$ cat src/rtl/alu_op_sequencer.sv
// Multi-cycle ALU initiator: decodes one opcode per handshake, drives the ALU,
// waits the op's settle time and captures the double-width result into z_hi/z_lo.
//
// state | meaning
// IDLE  | waiting for start; alu_* hold last values
// EXEC  | ALU inputs held, counter running down to capture
// DONE  | done pulse (err valid), returns to IDLE next edge
module alu_op_sequencer #(
  parameter int REG_SIZE    = 32,
  parameter int MULDIV_WAIT = 4,
  parameter int IMM_WIDTH   = 19
) (
  input  logic                  clk,
  input  logic                  rst_n,
  input  logic                  start,
  input  logic [4:0]            opcode,
  input  logic [REG_SIZE-1:0]   a_in,
  input  logic [REG_SIZE-1:0]   b_in,
  input  logic [IMM_WIDTH-1:0]  imm_in,
  output logic [3:0]            alu_ctrl,
  output logic [REG_SIZE-1:0]   alu_a,
  output logic [REG_SIZE-1:0]   alu_b,
  input  logic [2*REG_SIZE-1:0] alu_result,
  output logic [REG_SIZE-1:0]   z_hi,
  output logic [REG_SIZE-1:0]   z_lo,
  output logic                  busy,
  output logic                  done,
  output logic                  err
);

  localparam int CW = (MULDIV_WAIT < 2) ? 1 : $clog2(MULDIV_WAIT + 1);

  typedef enum logic [1:0] {IDLE, EXEC, DONE} state_t;

  state_t        state;
  logic [CW-1:0] counter;

  logic [3:0]          dec_ctrl;
  logic                dec_legal;
  logic                dec_imm;
  logic                dec_long;
  logic [REG_SIZE-1:0] imm_ext;
  logic                wide_op;

  assign imm_ext = {{(REG_SIZE-IMM_WIDTH){imm_in[IMM_WIDTH-1]}}, imm_in};
  assign busy    = (state != IDLE);
  // Only mul and div produce a meaningful upper word.
  assign wide_op = (alu_ctrl == 4'b1000) || (alu_ctrl == 4'b1001);

  always_comb begin
    dec_ctrl  = 4'b0000;
    dec_legal = 1'b1;
    dec_imm   = 1'b0;
    dec_long  = 1'b0;
    case (opcode)
      5'b00011: dec_ctrl = 4'b0010;
      5'b00100: dec_ctrl = 4'b0011;
      5'b00101: dec_ctrl = 4'b0000;
      5'b00110: dec_ctrl = 4'b0001;
      5'b00111: dec_ctrl = 4'b0100;
      5'b01000: dec_ctrl = 4'b0101;
      5'b01001: dec_ctrl = 4'b0110;
      5'b01010: dec_ctrl = 4'b0111;
      5'b01011: begin dec_ctrl = 4'b0010; dec_imm = 1'b1; end
      5'b01100: begin dec_ctrl = 4'b0000; dec_imm = 1'b1; end
      5'b01101: begin dec_ctrl = 4'b0001; dec_imm = 1'b1; end
      5'b01110: begin dec_ctrl = 4'b1000; dec_long = 1'b1; end
      5'b01111: begin dec_ctrl = 4'b1001; dec_long = 1'b1; end
      5'b10000: dec_ctrl = 4'b1010;
      5'b10001: dec_ctrl = 4'b1011;
      default:  dec_legal = 1'b0;
    endcase
  end

  always_ff @(posedge clk) begin
    if (!rst_n) begin
      state    <= IDLE;
      counter  <= '0;
      alu_ctrl <= 4'b0000;
      alu_a    <= '0;
      alu_b    <= '0;
      z_hi     <= '0;
      z_lo     <= '0;
      done     <= 1'b0;
      err      <= 1'b0;
    end else begin
      case (state)
        IDLE: begin
          if (start) begin
            if (dec_legal) begin
              alu_ctrl <= dec_ctrl;
              alu_a    <= a_in;
              alu_b    <= dec_imm ? imm_ext : b_in;
              counter  <= dec_long ? CW'(MULDIV_WAIT) : CW'(1);
              state    <= EXEC;
            end else begin
              // Illegal opcode: skip the ALU entirely and leave Z untouched.
              done  <= 1'b1;
              err   <= 1'b1;
              state <= DONE;
            end
          end
        end
        EXEC: begin
          counter <= counter - CW'(1);
          if (counter == CW'(1)) begin
            z_lo  <= alu_result[REG_SIZE-1:0];
            z_hi  <= wide_op ? alu_result[2*REG_SIZE-1:REG_SIZE] : '0;
            done  <= 1'b1;
            state <= DONE;
          end
        end
        DONE: begin
          done  <= 1'b0;
          err   <= 1'b0;
          state <= IDLE;
        end
        default: state <= IDLE;
      endcase
    end
  end

endmodule

$ cat config.mk
export PLATFORM = sky130hd
export DESIGN_NAME = alu_op_sequencer
export DESIGN_NICKNAME = d
export VERILOG_FILES = /design/src/rtl/alu_op_sequencer.sv
export SDC_FILE = /design/constraint.sdc
export NUM_CORES = 1
export LEC_CHECK = 0
export CORE_MARGIN = 3
export CORE_UTILIZATION = 42
export CTS_BUF_LIST = sky130_fd_sc_hd__clkbuf_16
export DETAILED_ROUTE_END_ITERATION = 6
export PLACE_DENSITY = 0.86
export SETUP_SLACK_MARGIN = 0.02
export SLEW_MARGIN = 20
export SYNTH_ARGS = -nofsm -noshare
export SYNTH_HDL_FRONTEND = slang
export SYNTH_SLANG_ARGS = --single-unit
$ cat constraint.sdc
create_clock -name clk -period 2.93 [get_ports clk]
set_input_delay 0.586 -clock clk [delete_from_list [all_inputs] [get_ports clk]]
set_output_delay 0.586 -clock clk [all_outputs]
set_load 0.02 [all_outputs]
==> metrics.txt, run 1 <==
# TYPE chip_impl_metric gauge
chip_impl_info{name="status",value="finished, final reports clean"} 1
chip_impl_metric{name="globalRoute.totalOverflow",unit=""} 0
chip_impl_metric{name="clock_path_buffers",unit=""} 2
chip_impl_metric{name="vdd_drop_max",unit="V"} 0.0003519
chip_impl_metric{name="clock_power_share",unit=""} 0.434
chip_impl_info{name="setup.worst_path.end_class",value="output pin"} 1
chip_impl_metric{name="layout_min_cycle_time",unit="ns"} 2.457
chip_impl_metric{name="cellInternalPower",unit="W"} 0.003782
chip_impl_metric{name="synth-seq-area-share",unit=""} 0.5271
chip_impl_metric{name="rows",unit=""} 40
chip_impl_metric{name="grt_max_degree",unit=""} 70
chip_impl_info{name="ctsRootBufferMaster",value="clkbuf_16"} 1
chip_impl_metric{name="io_buffers",unit=""} 289
chip_impl_metric{name="dr.pass1.iters",unit=""} 5
chip_impl_metric{name="critPathMaxFanout",unit=""} 13
chip_impl_info{name="dominant_combinational_cell_family_by_area_after_synthesis",value="compound AO/OA/AOI/OAI gates"} 1
chip_impl_metric{name="count_of_antenna_diodes_in_the_layout",unit=""} 0
chip_impl_metric{name="r2r.worst_path.cells",unit=""} 5
chip_impl_metric{name="synth_fa_ha_area_frac",unit=""} 0.004740
chip_impl_metric{name="setup_violations",unit=""} 0
chip_impl_metric{name="height_of_the_chip",unit="µm"} 118.1
chip_impl_metric{name="power_frac_seq",unit=""} 0.410
chip_impl_metric{name="global_route_wire_length_before_repair",unit="µm"} 26820
chip_impl_metric{name="static-leakage-power",unit="nW"} 3.227
chip_impl_metric{name="synthesis.area_per_instance",unit="µm²"} 8.353
chip_impl_metric{name="final_min_period_over_clock_period",unit=""} 0.8387
chip_impl_metric{name="netSwitchingFraction",unit=""} 0.2352
chip_impl_metric{name="skew",unit="ns"} 0.006398
chip_impl_metric{name="synth_cell_types",unit=""} 47
chip_impl_metric{name="cts-hold-fix-buffers",unit=""} 0
chip_impl_metric{name="htreeDepth",unit=""} 4
chip_impl_info{name="worst_setup_path_start_kind",value="flop"} 1
chip_impl_metric{name="tightestPinTransition",unit="ns"} 0.6805
chip_impl_metric{name="yosys_warnings",unit=""} 0
chip_impl_metric{name="place.gp.congestion",unit=""} 0.8333
chip_impl_metric{name="final_antenna_net_count",unit=""} 0
chip_impl_metric{name="drive_gt1_frac",unit=""} 0.05470
chip_impl_info{name="min_path_type",value="flop to flop"} 1
chip_impl_metric{name="maxClockFrequency",unit="MHz"} 406.9
chip_impl_metric{name="timing_max_transition_violations_final",unit=""} 0
chip_impl_info{name="worstReg2RegEnd",value="alu_ctrl[2]"} 1
chip_impl_metric{name="finalNetCount",unit=""} 1059
chip_impl_metric{name="synth_simple_gate_area_share",unit=""} 0.1979
chip_impl_metric{name="dieArea",unit="µm²"} 13950
chip_impl_metric{name="power.share.combinational",unit=""} 0.156
chip_impl_metric{name="async_reset_ff_frac",unit=""} 0
chip_impl_metric{name="dpl.hpwl",unit="µm"} 11970
chip_impl_info{name="timing.rr.start",value="state[0]"} 1
chip_impl_metric{name="drt-initial-drc-count",unit=""} 403
chip_impl_metric{name="clkSlewWorstSetupHoldPaths",unit="ns"} 0.05
chip_impl_metric{name="cts-resized-gates",unit=""} 0
chip_impl_info{name="worst_setup_path_class",value="flop to output pin"} 1
chip_impl_metric{name="io-pin-count",unit=""} 290
chip_impl_metric{name="final_hold_viol_count",unit=""} 0
chip_impl_metric{name="post_drt_wl_per_cell",unit="µm"} 15.68
chip_impl_metric{name="hold-path-cell-count",unit=""} 2
chip_impl_metric{name="crit_required",unit="ns"} 2.34
chip_impl_metric{name="switching_power",unit="W"} 0.001163
chip_impl_info{name="cts_tree",value="yes"} 1
chip_impl_metric{name="synthToLayoutAreaGrowth",unit="%"} 68.03
chip_impl_metric{name="syn_area",unit="µm²"} 5279
chip_impl_metric{name="grt_pass1_vias",unit=""} 5277
chip_impl_info{name="synth_flop_cell",value="dfxtp_1"} 1
chip_impl_metric{name="compound_cell_area_share_of_the_yosys_netlist",unit=""} 0.2110
chip_impl_metric{name="via_count",unit=""} 5441
chip_impl_metric{name="timing.critical_path.arrival",unit="ns"} 1.87
chip_impl_info{name="hold-path-endpoint",value="alu_a[11]"} 1
chip_impl_metric{name="timing.max_slew.rel_slack",unit=""} 0.5463
chip_impl_metric{name="fp.coreArea",unit="µm²"} 12160
chip_impl_metric{name="dpl-instance-area",unit="µm²"} 8282
chip_impl_metric{name="cts.repair_timing.setup_buffer_count",unit=""} 0
chip_impl_metric{name="start_util",unit=""} 0.4341
chip_impl_metric{name="stdcell_area",unit="µm²"} 8870
chip_impl_metric{name="grtUsageTotal",unit=""} 0.2369
chip_impl_info{name="grt_setup_unrepaired",value="no"} 1
chip_impl_metric{name="avgViaCountPerCell",unit=""} 5.029
chip_impl_metric{name="grt_antenna_before_repair",unit=""} 0
chip_impl_metric{name="cts_inserted_buffers",unit=""} 17
chip_impl_info{name="hold_start",value="alu_a[11]"} 1
chip_impl_metric{name="max_cap_violations",unit=""} 0
chip_impl_metric{name="synth-edff-count",unit=""} 0
chip_impl_metric{name="power_density",unit="nW/µm²"} 557.6
chip_impl_metric{name="r2r_setup_slack",unit="ns"} 1.03
chip_impl_metric{name="worst_skew_pair.late_latency",unit="ns"} 0.41
chip_impl_metric{name="routed_wirelength",unit="µm"} 16960
chip_impl_metric{name="cell_count_after_synthesis",unit=""} 632
chip_impl_metric{name="tritoncts_num_sinks",unit=""} 139
chip_impl_metric{name="syn_nets",unit=""} 789
chip_impl_metric{name="fin_setup_tns",unit="ns"} 0
chip_impl_info{name="mostFrequentLayoutCell",value="clkdlybuf4s50_1"} 1
chip_impl_info{name="layout_common_cells",value="clkdlybuf4s50_1 (289), nand2_1 (183), dfxtp_1 (139), a21oi_1 (83), o21ai_1 (33)"} 1
chip_impl_metric{name="synth_mux_area_frac",unit=""} 0.002133
chip_impl_metric{name="remaining_drc_errors",unit=""} 0
chip_impl_metric{name="die_w",unit="µm"} 118.1
chip_impl_metric{name="synthXorXnorAreaFrac",unit=""} 0.001659
chip_impl_metric{name="synth-seq-cells",unit=""} 139
[cells in the mapped netlist (2+ instances only)]
cell | instances | area (µm²)
nor2_1 | 30 | 112.6
nand2_1 | 183 | 686.9
inv_1 | 6 | 22.52
a21oi_1 | 83 | 415.4
a22oi_1 | 32 | 240.2
a21o_1 | 2 | 15.01
o21ai_1 | 33 | 165.2
o21ai_0 | 3 | 15.01
ha_1 | 2 | 25.02
and2_1 | 2 | 12.51
nor2b_1 | 14 | 87.58
a31oi_1 | 19 | 118.9
clkbuf_1 | 21 | 78.83
nand2b_1 | 2 | 12.51
nor4b_2 | 2 | 30.03
a211oi_2 | 2 | 25.02
buf_2 | 18 | 90.09
buf_4 | 5 | 37.54
buf_6 | 5 | 56.30
dfxtp_1 | 139 | 2783
nor3b_1 | 2 | 15.01
o21a_1 | 2 | 15.01
[metal layers]
layer / GRT usage / wire length [µm] / part of all wire / vias up
met5: 0 / 0 / 0 / -
met2: 0.3962 / 8222 / 0.48 / 234
met4: 0.09451 / 375 / 0.022 / 0
met3: 0.08890 / 1524 / 0.090 / 27
li1: - / - / - / 2685
met1: 0.2735 / 6839 / 0.40 / 2495
[registers in the layout (all words and copies together), names as in the netlist]
register / cells
counter: 3
err: 1
z_hi: 32
alu_b: 32
state: 2
alu_a: 32
alu_ctrl: 4
done: 1
z_lo: 32
[worst max-delay path, stage by stage (launching register included)]
cell	delay (ns)
dfxtp_1	0.63
or2_2	0.19
clkdlybuf4s50_1	0.64
[worst max path at each step]
stage              start  slack (ns)           to
6_report        state[0]        0.47         busy
5_1_grt         state[0]        0.40         busy
4_1_cts         state[0]        0.46         busy
3_5_place_dp   opcode[3]        0.42     alu_b[5]
3_3_place_gp   opcode[3]        0.47  alu_ctrl[1]
2_1_floorplan  opcode[3]        1.07     alu_b[0]
[cell families after synthesis]
group                    count (synthesis)
AO/OA/AOI/OAI                          188
XOR/XNOR                                 1
adder cells (fa/ha/maj)                  2
AND/OR/NAND/NOR                        244
multiplexers                             1
buffers and inverters                   57
flip-flops                             139
[per-stage QoR]
| stage | power (W) | utilization | setup slack (ns) | hold WS (ns) | instances |
|---|---|---|---|---|---|
| finish | 0.004946 | 0.7293 | 0.4725 | 0.4514 | 1082 |
| global route | 0.005149 | 0.7293 | 0.3955 | 0.4711 | 1082 |
| CTS | 0.004999 | 0.7293 | 0.4554 | 0.4531 | 1082 |
| detailed placement | 0.002835 | 0.6810 | 0.4244 | 0.4459 | 1051 |
| global placement | 0.002827 | 0.6810 | 0.4740 | 0.4392 | 1051 |
| floorplan | 0.002401 | - | 1.066 | 0.4828 | 632 |
[cell type report]
| type | count | area, µm² |
|---|---|---|
| clock buffers | 17 | 425.4 |
| clock inverters | 14 | 162.7 |
| fillers | 908 | 3292 |
| inverters | 7 | 26.28 |
| multi-input cells | 436 | 2230 |
| flip-flops and latches | 139 | 2783 |
| well taps | 168 | 210.2 |
| repair buffers | 301 | 3033 |
[power by group through the flow]
stage	Clock [W]	Sequential, W	Combinational, W
6_report	0.00215	0.00203	0.000769
5_1_grt	0.00229	0.00204	0.000826
4_1_cts	0.00220	0.00203	0.000775
3_5_place_dp	0	0.00207	0.000768
3_3_place_gp	0	0.00206	0.000762
2_1_floorplan	0	0.00215	0.000246
No activity file was read; power rests on OpenSTA's default activity.
==> run 2: changes to the inputs <==
--- a/config.mk
+++ b/config.mk
@@ -6,10 +6,10 @@
 export NUM_CORES = 1
 export LEC_CHECK = 0
 export CORE_MARGIN = 3
-export CORE_UTILIZATION = 42
+export CORE_UTILIZATION = 39
 export CTS_BUF_LIST = sky130_fd_sc_hd__clkbuf_16
 export DETAILED_ROUTE_END_ITERATION = 6
-export PLACE_DENSITY = 0.86
+export PLACE_DENSITY = 0.81
 export SETUP_SLACK_MARGIN = 0.02
 export SLEW_MARGIN = 20
 export SYNTH_ARGS = -nofsm -noshare
==> constraint.sdc (replaced) <==
create_clock -name clk -period 2.3 [get_ports clk]
set_input_delay 0.46 -clock clk [delete_from_list [all_inputs] [get_ports clk]]
set_output_delay 0.46 -clock clk [all_outputs]
set_load 0.02 [all_outputs]
==> metrics.txt, run 2 (synthesis gave the netlist of run 1 again) <==
# TYPE chip_impl_metric gauge
chip_impl_metric{name="dieArea",unit="µm²"} 14970
chip_impl_metric{name="clock_power_share",unit=""} 0.454
chip_impl_metric{name="routed_wirelength",unit="µm"} 16780
chip_impl_info{name="crit_end",value="busy"} 1
chip_impl_info{name="path_cells",value="or2_2 -> clkdlybuf4s50_1"} 1
chip_impl_metric{name="global_route_wire_length_before_repair",unit="µm"} 25630
chip_impl_info{name="ctsRootBufferMaster",value="clkbuf_16"} 1
chip_impl_metric{name="critPathMaxStageDelay",unit="ns"} 0.56
chip_impl_metric{name="drt-initial-drc-count",unit=""} 391
chip_impl_metric{name="r2r_setup_slack",unit="ns"} 0.52
chip_impl_info{name="topRoutingLayerUsed",value="met4"} 1
chip_impl_metric{name="cts-hold-fix-buffers",unit=""} 0
chip_impl_metric{name="dr.pass1.iters",unit=""} 4
chip_impl_metric{name="via_count",unit=""} 5318
chip_impl_metric{name="clkSlewWorstSetupHoldPaths",unit="ns"} 0.06
chip_impl_metric{name="met3RoutedLength",unit="µm"} 1811
chip_impl_metric{name="r2r.worst_path.cells",unit=""} 6
chip_impl_metric{name="crit_required",unit="ns"} 1.84
chip_impl_metric{name="dpl_worst_slack",unit="ns"} 0.01969
chip_impl_info{name="layout_common_cells",value="clkdlybuf4s50_1 (289), nand2_1 (183), dfxtp_1 (139), a21oi_1 (83), o21ai_1 (33)"} 1
chip_impl_metric{name="static-leakage-power",unit="nW"} 3.285
chip_impl_metric{name="htreeDepth",unit=""} 4
chip_impl_metric{name="finalNetCount",unit=""} 1068
chip_impl_metric{name="fp.coreArea",unit="µm²"} 12930
chip_impl_metric{name="dr_wl_met2",unit="µm"} 8204
chip_impl_metric{name="setup_ws",unit="ns"} 0.1662
chip_impl_metric{name="power_frac_seq",unit=""} 0.393
chip_impl_info{name="timing.rr.start",value="state[0]"} 1
chip_impl_metric{name="timing_max_transition_violations_final",unit=""} 0
chip_impl_metric{name="globalRoute.totalOverflow",unit=""} 0
chip_impl_metric{name="layout.core_utilization",unit=""} 0.6975
chip_impl_metric{name="drive_gt1_frac",unit=""} 0.06926
chip_impl_metric{name="clock_path_buffers",unit=""} 2
chip_impl_info{name="critical_path.slowest_cell",value="clkdlybuf4s50_1"} 1
chip_impl_metric{name="tightestPinTransition",unit="ns"} 0.6759
chip_impl_info{name="worst_setup_path_start_kind",value="flop"} 1
chip_impl_metric{name="height_of_the_chip",unit="µm"} 122.3
chip_impl_info{name="worst_setup_path_class",value="flop to output pin"} 1
chip_impl_metric{name="timing.max_slew.rel_slack",unit=""} 0.5494
chip_impl_metric{name="hold-path-cell-count",unit=""} 2
chip_impl_metric{name="maxClockFrequency",unit="MHz"} 468.6
chip_impl_metric{name="final_min_period_over_clock_period",unit=""} 0.9278
chip_impl_metric{name="grtUsageTotal",unit=""} 0.2169
chip_impl_metric{name="cts.repair_timing.setup_buffer_count",unit=""} 0
chip_impl_metric{name="avgViaCountPerCell",unit=""} 4.852
chip_impl_metric{name="vdd_drop_max",unit="V"} 0.0004179
chip_impl_info{name="min_path_type",value="flop to flop"} 1
chip_impl_info{name="timing.critical_path.max_delay_family",value="buffers and inverters"} 1
chip_impl_info{name="hold_start",value="err"} 1
chip_impl_metric{name="max_cap_violations",unit=""} 0
chip_impl_metric{name="setup_violations",unit=""} 0
chip_impl_metric{name="cellInternalPower",unit="W"} 0.004983
chip_impl_metric{name="grt_antenna_before_repair",unit=""} 0
chip_impl_metric{name="worst_skew_pair.late_latency",unit="ns"} 0.41
chip_impl_metric{name="synthToLayoutAreaGrowth",unit="%"} 70.82
chip_impl_metric{name="fin_setup_tns",unit="ns"} 0
chip_impl_metric{name="io_buffers",unit=""} 289
chip_impl_metric{name="fillers",unit=""} 1037
chip_impl_metric{name="netSwitchingFraction",unit=""} 0.2397
chip_impl_metric{name="io-pin-count",unit=""} 290
chip_impl_metric{name="grt_pass1_vias",unit=""} 5070
chip_impl_metric{name="multi_input_comb_area",unit="µm²"} 2230
chip_impl_metric{name="remaining_drc_errors",unit=""} 0
chip_impl_metric{name="cts_inserted_buffers",unit=""} 17
chip_impl_info{name="worstReg2RegEnd",value="alu_b[2]"} 1
chip_impl_metric{name="skew",unit="ns"} 0.005554
chip_impl_metric{name="rows",unit=""} 41
chip_impl_metric{name="met1_length",unit="µm"} 6523
chip_impl_info{name="critPathLaunch",value="state[1]"} 1
chip_impl_info{name="status",value="finished, final reports clean"} 1
chip_impl_metric{name="die_w",unit="µm"} 122.3
chip_impl_info{name="cts_tree",value="yes"} 1
chip_impl_metric{name="grt_max_degree",unit=""} 66
chip_impl_metric{name="switching_power",unit="W"} 0.001571
chip_impl_info{name="setup.worst_path.end_class",value="output pin"} 1
chip_impl_metric{name="cp.depth",unit=""} 2
chip_impl_info{name="grt_setup_unrepaired",value="no"} 1
chip_impl_metric{name="dpl.hpwl",unit="µm"} 11800
chip_impl_metric{name="start_util",unit=""} 0.4083
chip_impl_metric{name="final_antenna_net_count",unit=""} 0
chip_impl_metric{name="timing.critical_path.arrival",unit="ns"} 1.67
chip_impl_metric{name="critPathMaxFanout",unit=""} 7
chip_impl_metric{name="total_power",unit="W"} 0.006554
chip_impl_info{name="mostFrequentLayoutCell",value="clkdlybuf4s50_1"} 1
chip_impl_metric{name="power.share.combinational",unit=""} 0.152
chip_impl_metric{name="final_hold_viol_count",unit=""} 0
chip_impl_metric{name="post_drt_wl_per_cell",unit="µm"} 15.31
chip_impl_metric{name="cts-resized-gates",unit=""} 0
chip_impl_metric{name="timing.critical_path.buf_inv",unit=""} 1
chip_impl_metric{name="place.gp.congestion",unit=""} 0.7889
chip_impl_metric{name="regArea",unit="µm²"} 2783
chip_impl_metric{name="power_density",unit="nW/µm²"} 726.8
chip_impl_metric{name="count_of_antenna_diodes_in_the_layout",unit=""} 0
chip_impl_metric{name="hold_slack_final",unit="ns"} 0.4429
chip_impl_metric{name="layout_min_cycle_time",unit="ns"} 2.134
chip_impl_metric{name="tritoncts_num_sinks",unit=""} 139
[run 2: cell types whose count changed in the layout (fill, tap and decap cells not counted), sizes merged]
cell      previous run  this run
clkinvlp             0         2
inv                 10         8
buf                 12        21
bufinv               4         5
[run 2: area by class of cell]
type	instances	share of cell area
clock buffers	17	0.04718
clock inverters	15	0.02498
inverters	7	0.002914
multi-input cells	436	0.2473
flip-flops and latches	139	0.3086
well taps	172	0.02387
repair buffers	310	0.3452
[run 2: worst min-delay path by stage]
stage,endpoint
floorplan,counter[2]
global placement,err
detailed placement,err
CTS,err
global route,z_lo[4]
finish,err
[run 2: metrics by stage]
stage	area (µm²)	instances
final	9017	1096
after global routing	9017	1096
after CTS	9017	1096
after detailed placement	8367	1064
after global placement	8367	1064
after floorplan	5279	632
[run 2: power groups by stage]
stage / clock [W] / sequential (W) / combinational [W]
final: 0.00298 / 0.00258 / 0.000998
after floorplan: 0 / 0.00274 / 0.000314
after global routing: 0.00314 / 0.00259 / 0.00107
after CTS: 0.00304 / 0.00258 / 0.00101
after global placement: 0 / 0.00263 / 0.000992
after detailed placement: 0 / 0.00263 / 0.000999
[run 2: metal layers]
| metal | track usage | vias up |
|---|---|---|
| li1 | - | 2702 |
| met1 | 0.2376 | 2389 |
| met2 | 0.3703 | 207 |
| met3 | 0.09816 | 20 |
| met4 | 0.07838 | 0 |
| met5 | 0 | - |
[run 2: tightest hold or removal path, cell delays in order, from the launching register on]
cell     delay (ns)
dfxtp_1        0.31
inv_1          0.04
a21oi_1        0.05
==> variant, RTL diff (config.mk and constraints of run 2) <==
`IMM_WIDTH`: 19 -> 27.
--- a/src/rtl/alu_op_sequencer.sv
+++ b/src/rtl/alu_op_sequencer.sv
@@ -8,7 +8,7 @@
 module alu_op_sequencer #(
   parameter int REG_SIZE    = 32,
   parameter int MULDIV_WAIT = 4,
-  parameter int IMM_WIDTH   = 19
+  parameter int IMM_WIDTH   = 27
 ) (
   input  logic                  clk,
   input  logic                  rst_n,
Interface: changed (resized imm_in); port bits go from 290 to 298. No check against the original RTL was run, so the function may have changed too.
==> variant against run 2 <==
- cell area up 2.3%
- power down 8.1%
- worst hold slack better by 0.0054 ns
- routed wire length up 1.8%
- highest routed layer unchanged
- via count up 3.3%
- largest cell class unchanged
- area after synthesis up 3.9%
- worst setup slack better by 0.012 ns
- synthesized cell count up 0.79%
- sequential cell count unchanged
==> variant: results (changes against run 2) <==
Clock network
  – CTS buffer count: 17 (unchanged)
  – Post-CTS Hold Buffers: 0 (unchanged)
  – Clock root cell: clkbuf_16 (unchanged)
  – Clock transition at the registers of the reported paths: 0.05 ns
  – Later-pin clock latency in the skew report: 0.41 ns (about the same)
  – Postcts setup bufs: 0 (unchanged)
  – Clock tree buffer depth: 2 (unchanged)
  – Htree depth: 4 (unchanged)

Setup path
  – R2R Setup Slk: 0.59 ns (was 0.52 ns)
  – CP max stage delay: 0.57 ns
  – CP max-delay cell: clkdlybuf4s50_1 (unchanged)
  – Worst-path fanout max: 8 (was 7)
  – CP Data Arrival Time: 1.66 ns
  – Cell family with most CP delay: buffers and inverters (unchanged)

Drt
  – Drt wl/cell: 15.3 um (about the same)
  – DR iter-0 viols: 313 (was 391)
  – Vias per cell: 4.93 (was 4.85)
  – DR pass1 iterations: 5 (was 4)
  – DR vias: 5495 (was 5318)

Run status
  – Status: finished, final reports clean (unchanged)

Final layout
  – Ant. Diodes: 0 (unchanged)
  – # fillers: 1091 (was 1037)
  – Share of cells above drive strength 1: 0.0650 (was 0.0693)

STA
  – Fin Hold WS: 0.448 ns (was 0.443 ns)
  – Worst Clk Skew: 0.00654 ns (was 0.00555 ns)
  – Tightest Pin Transition: 0.663 ns (was 0.676 ns)

Global routing
  – Initial antenna violation count: 0 (unchanged)
  – Global-route usage over all layers: 0.213 (was 0.217)
  – First-pass GRT wire length: 26700 um (was 25600 um)
  – Vias in the first global route: 5224 (was 5070)
  – Largest net degree at the start of global routing: 115 (was 66)

Placement
  – DP Cell Count: 1084 (was 1064)
  – GPL Wtd Cong: 0.791 (was 0.789)
  – I/O Buffers: 297 (was 289)
  – Detailed Place HPWL: 12200 um (was 11800 um)

Power
  – Lkg Pwr: 3.39 nW (was 3.28 nW)
  – Maximum VDD drop: 0.482 mV (was 0.418 mV)

Synthesis
  – Top cells by count, synth: nand2_1, dfxtp_1, a21boi_0 (was nand2_1, dfxtp_1, a21oi_1)
  – Top FF cell, synth: dfxtp_1 (unchanged)
  – Post-Synthesis Net Count: 802 (was 789)
  – Netlist cell types: 50 (was 47)
  – Number of synthesis warnings: 0 (unchanged)
  – Async SR Flop Fraction: 0 (unchanged)
  – Sequential-to-total area share from yosys stat: 0.508 (was 0.527)
  – Top cells by area, synth: dfxtp_1, nand2_1, a21boi_0, a22oi_1, a21boi_1 (was dfxtp_1, nand2_1, a21oi_1, a22oi_1, o21ai_1)
  – Post-Synthesis Cells: 637 (was 632)

Worst hold path
  – HP Class: register to register (unchanged)

Run
  – MaxCap Viol Count: 0 (unchanged)
## variant: cell types whose count changed in the layout (fill, tap and decap cells not counted), sizes merged, moves of 2 or more
| cell | delta |
|---|---|
| clkdlybuf4s50 | +7 |
| nand2 | +11 |
| a21boi | +64 |
| a31oi | +7 |
| bufinv | -4 |
| a21oi | -74 |
| nor2 | -3 |
| buf | +4 |
| nor2b | -2 |
## variant: tightest hold or removal path, delay by kind of cell (launching register included)
kind | cells | cell delay (ns)
and+or+nand+nor | 1 | 0.05
AOI/OAI and AO/OA | 1 | 0.05
DFF | 1 | 0.30
## variant: per-layer routing
layer / track usage / share of wire
met4: 0.0819 / 0.021
met1: 0.236 / 0.39
met5: 0 / 0
met3: 0.0913 / 0.095
met2: 0.362 / 0.50
## variant: final timing paths
check                          start                     end  cells after the start
max reg2reg  counter[1]$_SDFFE_PN0P_   z_lo[16]$_SDFFE_PN0P_                      6
min           alu_a[13]$_SDFFE_PN0P_  alu_a[13]$_SDFFE_PN0P_                      2
min reg2reg   alu_a[13]$_SDFFE_PN0P_  alu_a[13]$_SDFFE_PN0P_                      2
max            state[1]$_SDFFE_PN0P_                    busy                      2
## variant: what timing repair did
item	4_1_cts	5_1_grt
endpoints found under the setup margin	0	1
resized for setup	0	1
endpoints found under the hold margin	0	0
## variant: final cells by class
cell class | count | area (um2) | share of cell area
timing repair buffer | 321 | 3240 | 0.351
sequential | 139 | 2780 | 0.302
multi-input combinational | 443 | 2450 | 0.266
clock buffer | 17 | 425 | 0.0461
tap | 176 | 220 | 0.0239
clock inverter | 13 | 91.3 | 0.00990
inverter | 5 | 18.8 | 0.00203
## variant: metrics by stage
step	setup slack [ns]	power (mW)	area, um2	utilization
3_3_place_gp	0.109	3.65	8710	0.645
3_5_place_dp	0.0539	3.66	8710	0.645
6_report	0.178	6.02	9230	0.683
4_1_cts	0.0347	6.09	9230	0.683
5_1_grt	0.118	6.26	9230	0.683
2_1_floorplan	0.552	3.06	5480	-
## variant: kinds of logic after synthesis
group                      Yosys count  synth area share
and+or+nand+nor                    252             0.199
AOI/OAI and AO/OA                  187             0.235
DFF                                139             0.508
buffers and inverters               55            0.0502
adders and majority gates            2           0.00456
xor gates and xnor gates             1           0.00160
muxes                                1           0.00205
## variant: where the power goes
group          switching (mW)  internal, mW  total (mW)  leakage (nW)
sequential             0.0616          2.52        2.58          1.13
clock                   0.974          1.44        2.42         0.264
combinational           0.454         0.572        1.03          1.99
